$ cat config.mk
export PLATFORM = sky130hd
export DESIGN_NAME = piso_nbit_hs
export DESIGN_NICKNAME = d
export VERILOG_FILES = /design/src/rtl/piso_nbit_hs_pkg.sv /design/src/rtl/piso_nbit_hs_word_hold_reg.sv /design/src/rtl/piso_nbit_hs.sv
export SDC_FILE = /design/constraint.sdc
export NUM_CORES = 1
export LEC_CHECK = 0
export ABC_CLOCK_PERIOD_IN_PS = 1600
export BUFFER_PORTS_ARGS = -buffer_cell sky130_fd_sc_hd__buf_4
export CORE_UTILIZATION = 50
export CTS_BUF_LIST = sky130_fd_sc_hd__clkbuf_16
export DETAILED_ROUTE_END_ITERATION = 16
export PLACE_DENSITY = 0.74
export SLEW_MARGIN = 40
export SYNTH_ARGS = -nofsm -noshare
export SYNTH_HDL_FRONTEND = slang
export SYNTH_SLANG_ARGS = --single-unit
export TNS_END_PERCENT = 5
$ cat constraint.sdc
create_clock -name clk -period 1.6 [get_ports clk]
set_clock_uncertainty 0.1 [all_clocks]
set_input_delay 0.48 -clock clk [delete_from_list [all_inputs] [get_ports clk]]
set_output_delay 0.48 -clock clk [all_outputs]
set_load 0.005 [all_outputs]
$ cat src/rtl/piso_nbit_hs_pkg.sv
// Shared types and helpers for the handshaked parallel-in/serial-out stage.
package piso_nbit_hs_pkg;

   typedef enum logic {
      ST_IDLE  = 1'b0,
      ST_SHIFT = 1'b1
   } state_t;

   // Bit-counter width; never below 1 so N=1 still gets a real register.
   function automatic int cnt_width(input int n);
      int w;
      w = 1;
      while ((1 << w) < n) w++;
      return w;
   endfunction

endpackage

$ cat src/rtl/piso_nbit_hs_word_hold_reg.sv
// One-word holding buffer: W-bit register with load, clear and a full flag.
module piso_nbit_hs_word_hold_reg
   import piso_nbit_hs_pkg::*;
#(
   parameter int W = 4
) (
   input  logic         clk,
   input  logic         rst_n,
   input  logic         load,
   input  logic         clr,
   input  logic [W-1:0] d,
   output logic [W-1:0] q,
   output logic         full
);

   logic [W-1:0] data_q, data_d;
   logic         full_q, full_d;

   // Clear wins; load and clear are never requested together by the owner.
   always_comb begin
      data_d = data_q;
      full_d = full_q;
      if (clr) begin
         data_d = '0;
         full_d = 1'b0;
      end else if (load) begin
         data_d = d;
         full_d = 1'b1;
      end
   end

   always_ff @(posedge clk or negedge rst_n) begin
      if (!rst_n) begin
         data_q <= '0;
         full_q <= 1'b0;
      end else begin
         data_q <= data_d;
         full_q <= full_d;
      end
   end

   assign q    = data_q;
   assign full = full_q;

endmodule

$ cat src/rtl/piso_nbit_hs.sv
// Parallel-in/serial-out stage, LSB first, with valid/ready input and framing flags.
//
//   state    | meaning
//   ST_IDLE  | no word shifting, ser_* outputs low
//   ST_SHIFT | shift reg bit 0 is on ser_out, counter tracks bit index
module piso_nbit_hs
   import piso_nbit_hs_pkg::*;
#(
   parameter int N = 4
) (
   input  logic         clk,
   input  logic         reset_al_in,
   input  logic [N-1:0] par_in,
   input  logic         par_valid_in,
   output logic         par_ready_out,
   output logic         ser_out,
   output logic         ser_valid_out,
   output logic         ser_first_out,
   output logic         ser_last_out,
   output logic         busy_out
);

   localparam int               CNT_W    = cnt_width(N);
   localparam logic [CNT_W-1:0] CNT_LAST = CNT_W'(N - 1);

   state_t             state_q, state_d;
   logic [N-1:0]       shift_q, shift_d;
   logic [CNT_W-1:0]   cnt_q, cnt_d;
   logic               hold_load, hold_clr, hold_full;
   logic [N-1:0]       hold_q;
   logic               xfer, in_shift, last_bit;

   piso_nbit_hs_word_hold_reg #(.W(N)) u_hold (
      .clk   (clk),
      .rst_n (reset_al_in),
      .load  (hold_load),
      .clr   (hold_clr),
      .d     (par_in),
      .q     (hold_q),
      .full  (hold_full)
   );

   assign par_ready_out = reset_al_in & ~hold_full;
   assign xfer          = par_valid_in & par_ready_out;
   assign in_shift      = (state_q == ST_SHIFT);
   assign last_bit      = (cnt_q == CNT_LAST);

   always_comb begin
      state_d   = state_q;
      shift_d   = shift_q;
      cnt_d     = cnt_q;
      hold_load = 1'b0;
      hold_clr  = 1'b0;
      unique case (state_q)
         ST_IDLE: begin
            if (xfer) begin
               shift_d = par_in;
               cnt_d   = '0;
               state_d = ST_SHIFT;
            end
         end
         ST_SHIFT: begin
            shift_d = shift_q >> 1;
            cnt_d   = cnt_q + CNT_W'(1);
            if (last_bit) begin
               // Held word has priority; ready is low then, so no transfer can collide.
               cnt_d = '0;
               if (hold_full) begin
                  shift_d  = hold_q;
                  hold_clr = 1'b1;
               end else if (xfer) begin
                  shift_d = par_in;
               end else begin
                  state_d = ST_IDLE;
               end
            end else if (xfer) begin
               hold_load = 1'b1;
            end
         end
         default: state_d = ST_IDLE;
      endcase
   end

   always_ff @(posedge clk or negedge reset_al_in) begin
      if (!reset_al_in) begin
         state_q <= ST_IDLE;
         shift_q <= '0;
         cnt_q   <= '0;
      end else begin
         state_q <= state_d;
         shift_q <= shift_d;
         cnt_q   <= cnt_d;
      end
   end

   assign ser_out       = in_shift & shift_q[0];
   assign ser_valid_out = in_shift;
   assign ser_first_out = in_shift & (cnt_q == '0);
   assign ser_last_out  = in_shift & last_bit;
   assign busy_out      = in_shift | hold_full;

endmodule

## Word level (Yosys, flattened, before mapping)

Index checks and enable logic that the tools add are counted.

| storage, ports and cells | value |
|---|---|
| bits in registers | 12 |
| input port bits | 7 |
| output and inout bits | 6 |
| logic and storage cells | 39 |

| cells by class | value |
|---|---|
| add/sub/neg operators | 1 |
| equal/unequal tests | 2 |
| muxes and demuxes | 21 |
| bitwise operators | 8 |
| reduce and logical (&&, ||, !) cells | 2 |

Operator list:

| operator | count |
|---|---|
| 4-bit 2-to-1 mux | 6 |
| 1-bit 2-to-1 mux | 10 |
| 4-bit one-hot mux with 2 select lines | 1 |
| 1-bit bitwise AND | 5 |
| 2-bit 2-to-1 mux | 2 |
| 2-bit one-hot mux with 2 select lines | 1 |
| 2-bit by 1-bit adder with 2-bit output, second input constant | 1 |
| 2-bit == test, second input constant | 1 |
| 2-bit logical NOT | 1 |
| 2-bit inequality test, second input constant | 1 |
| 1-bit inverter | 2 |
| 1-bit one-hot mux with 2 select lines | 1 |
| 2-bit nonzero test | 1 |
| 1-bit OR | 1 |

## Longest topological paths before layout

| logic depth | value |
|---|---|
| depth in word-level cells | 8 |
| gate-level depth with buffers | 4 |
| gate-level depth less buffers | 4 |

## Cells and area by module

From an unflattened synthesis, not the netlist that was laid out.

| second synthesis, totals | value |
|---|---|
| cells, all modules | 66 |
| area, all modules | 644.4 um^2 |

By module, submodules not included:

| module | times used | cells each | area an instance (um^2) | seq. area each (um^2) |
|---|---|---|---|---|
| piso_nbit_hs | 1 | 50 | 445.4 | 175.2 |
| piso_nbit_hs_word_hold_reg | 1 | 16 | 198.9 | 125.1 |

## Least setup slack after synthesis

No wires, ideal clock.

| timing | value |
|---|---|
| path kind | flip-flop to output port |
| from | register state_q, in the netlist ser_valid_out |
| to | output busy_out |
| data arrival time | 898 ps |
| required time | 1020 ps |
| setup slack | 122 ps |
| stages on the path, launching flop included | 3 |
| buffers on the path | 1 |
| cells stage by stage | dfrtp_1 > buf_2 > or2_2 |

| on the way | value |
|---|---|
| word-level cells in the longest chain between the ends | 1 |

RTL lines:

| element | line | text |
|---|---|---|
| from (decl) | piso_nbit_hs.sv:26 | `state_t state_q, state_d;` |
| from (signal assigned) | piso_nbit_hs.sv:90 | `state_q <= state_d;` |
| 1-bit OR | piso_nbit_hs.sv:100 | `assign busy_out = in_shift \| hold_full;` |
| to (decl) | piso_nbit_hs.sv:20 | `output logic busy_out` |

No other way between the ends.

## Final worst setup path

| timing | value |
|---|---|
| from | register cnt_q[0] |
| to | output ser_last_out |

| on the way | value |
|---|---|
| word-level cells in the longest chain between the ends | 2 |

RTL lines:

| element | line | text |
|---|---|---|
| from (decl) | piso_nbit_hs.sv:28 | `logic [CNT_W-1:0] cnt_q, cnt_d;` |
| from (signal assigned) | piso_nbit_hs.sv:92 | `cnt_q <= cnt_d;` |
| 2-bit == test | piso_nbit_hs.sv:46 | `assign last_bit = (cnt_q == CNT_LAST);` |
| 1-bit bitwise AND | piso_nbit_hs.sv:99 | `assign ser_last_out = in_shift & last_bit;` |
| to (decl) | piso_nbit_hs.sv:19 | `output logic ser_last_out,` |

No other way between the ends.

==> impl_metrics.env <==
export IMPL_outcome="complete, but fails checks"
export IMPL_violations="setup timing"
export IMPL_grt_start_max_net_pins=13
export IMPL_min_path_type="input pin to async pin"
export IMPL_portBuffers=12
export IMPL_whs_ns=0.101
export IMPL_syn_cell_area_um2=702
export IMPL_synth_distinct_cells=32
export IMPL_cts_tree="done"
export IMPL_synth_top_area_share_pct=42.8
export IMPL_crit_buf_inv=1
export IMPL_worstPathCellList="ha_2 > and2_4 > buf_6"
export IMPL_synthFlopType="dfrtp_1"
export IMPL_synthArstFlopShare_pct=100
export IMPL_clock_fmax_ghz=0.596
export IMPL_layout_nets=111
export IMPL_via_count=683
export IMPL_hold_viol_final=0
export IMPL_grt_usage_pct=28.0
export IMPL_first_pass_iters=4
export IMPL_drv_slew=0
export IMPL_detail_route_antenna_nets=0
export IMPL_gp_routability_congestion=0.849
export IMPL_p_per_area_nw_per_um2=2070
export IMPL_ir_worst_vdd_mv=1.01
export IMPL_rows=13
export IMPL_fin_ws_ns=-0.0792
export IMPL_worstPathMaxFanout=3
export IMPL_dieWidth_um=39.5
export IMPL_grt_overflow=0
export IMPL_critPathSlowestCell="dfrtp_1"
export IMPL_grt_pass1_wl_um=2790
export IMPL_min_period_ns=1.68
export IMPL_start_util_pct=53.9
export IMPL_antenna_found_initial=0
export IMPL_tns_ns=-0.168
export IMPL_drtIter0Drc=10
export IMPL_clkLatencyLatePin_ns=0.24
export IMPL_fp_dieH_um=39.5
export IMPL_synth_edf_count=0
export IMPL_routedWlPerCell_um=16.6
export IMPL_maxSlewHeadroom_pct=76.9
export IMPL_viasPerCell=5.89
export IMPL_synth_nets=85
export IMPL_cp_data_required_time_ns=1.02
export IMPL_synth_area_top_cells="dfrtp_1, nand3_1, ha_1"
export IMPL_worstSetupPathType="flip-flop to output port"
export IMPL_ys_seq_elements=12
export IMPL_critPathCaptureType="output port"
export IMPL_cts_max_path_buffers=2
export IMPL_tightest_slew_ns=0.347
export IMPL_cts_htree_levels=1
export IMPL_syn_to_final_growth_pct=43.9
export IMPL_core_area_um2=1300
export IMPL_ys_seq_area_share_pct=42.8
export IMPL_cts_num_sinks=12
export IMPL_route_detailed_drc=0
export IMPL_synth_area_leader_cell="dfrtp_1"
export IMPL_start_kind="flip-flop"
export IMPL_fillCellCount=91
export IMPL_rsz0062_at_grt="true"
export IMPL_crit_arrival_ns=1.10
export IMPL_drive_above_1_share_pct=39.6
export IMPL_n_antenna_cell=0
export IMPL_clkSlewWorstSetupHoldPaths_ns=0.04
export IMPL_io_pins=13
export IMPL_syn_avg_cell_area_um2=9.24
export IMPL_crit_path_max_incr_delay_ns=0.40
export IMPL_finalSetupViolations=3
export IMPL_dp_hpwl_um=1230
export IMPL_first_global_vias=632
export IMPL_maxCapViolations=0
export IMPL_die_area_um2=1560
export IMPL_yosys_warnings=0
export IMPL_leakagePower_nw=0.467
export IMPL_routed_wl_um=1920
export IMPL_dp_slack_ns=-0.00620
export IMPL_synth_cells=76
export IMPL_clock_root_buffer="clkbuf_16"
export IMPL_cts_inserted_buffers=3
export IMPL_critPathTopFamily="flip-flops"
export IMPL_period_share_pct=105
-- registers in the layout, summed over array words and instances, names as in the netlist --
signal and count:
ser_valid_out 1, shift_q 4, u_hold.full 1, u_hold.q 4, cnt_q 2
-- per-stage QoR --
step / area (um2) / power (mW) / instances / utilization, %
CTS: 975 / 1.94 / 116 / 74.9
detailed placement: 832 / 1.37 / 106 / 63.9
finish: 1010 / 2.09 / 116 / 77.6
global route: 1010 / 2.22 / 116 / 77.6
global placement: 832 / 1.35 / 106 / 63.9
floorplan: 702 / 1.09 / 76 / -
-- routing by layer --
metal  routed length (um)  share of wire, %  global-route usage, %
met5                    0                 0                      0
met4                   53               2.8                   15.5
met3                   90               4.7                   7.95
met2                  959                50                   46.3
met1                  819                43                   31.7
-- synth_stat cells, types with 2 or more instances --
cell type   n
dfrtp_1    12
nand3_1     9
inv_1       6
nand2_1     6
nand2b_1    4
o21ai_0     4
and2_1      3
o21ai_1     3
and2b_1     2
ha_1        2
nor2b_1     2
nor3_1      2
o221ai_1    2
-- power by group --
group,total (mW),leakage [nW],switching (mW),internal [mW]
registers,0.570,0.148,0.121,0.449
clock network,0.463,0.0385,0.134,0.329
logic,1.06,0.280,0.499,0.562
-- area by class of cell --
cell class,instances,area (um2),area share [%]
Sequential cell,12,302,29.9
Clock inverter,1,3.75,0.372
Timing Repair Buffer,24,190,18.8
Clock buffer,3,75.1,7.43
Multi-Input combinational cell,55,398,39.4
Inverter,6,22.5,2.23
Tap cell,15,18.8,1.86
-- kinds of logic after synthesis --
kind of cell / count (synthesis) / share of synthesized area (%)
DFF: 12 / 42.8
AOI/OAI and AO/OA: 18 / 18.0
adders and majority gates: 2 / 3.56
muxes: 1 / 1.43
buffers and inverters: 9 / 6.59
and+or+nand+nor: 34 / 27.6
-- cell usage in the layout (no fill, tap or decap), drive strengths merged, types with 2 or more instances in the layout --
master	Yosys	routed
ha	2	2
nand3	9	9
o21ai	7	7
dfrtp	12	12
clkbuf	0	3
nor3	2	2
nand2b	4	4
o221ai	2	2
nor2b	2	2
inv	6	6
and2	3	3
buf	3	23
nand2	6	6
and2b	2	2
-- worst paths after layout --
kind / start / endpoint / slack, ns / cells past startpoint
max reg2reg: cnt_q[0] / shift_q[2] / 0.06 / 6
max: cnt_q[0] / ser_last_out / -0.08 / 3
min reg2reg: u_hold.q[2] / u_hold.q[2] / 0.43 / 2
min: reset_al_in / u_hold.q[0] / 0.10 / 2
max in group asynchronous: reset_al_in / u_hold.full / 0.67 / 2
min in group clk: par_in[3] / u_hold.q[3] / 0.37 / 3
-- timing repair --
item,4_1_cts,5_1_grt
hold buffers,1,0
setup buffers,5,0
pin swaps,3,2
gates resized for setup,6,12
hold endpoints to repair,3,0
setup endpoints to repair,5,11
No activity file was read; power rests on OpenSTA's default activity.
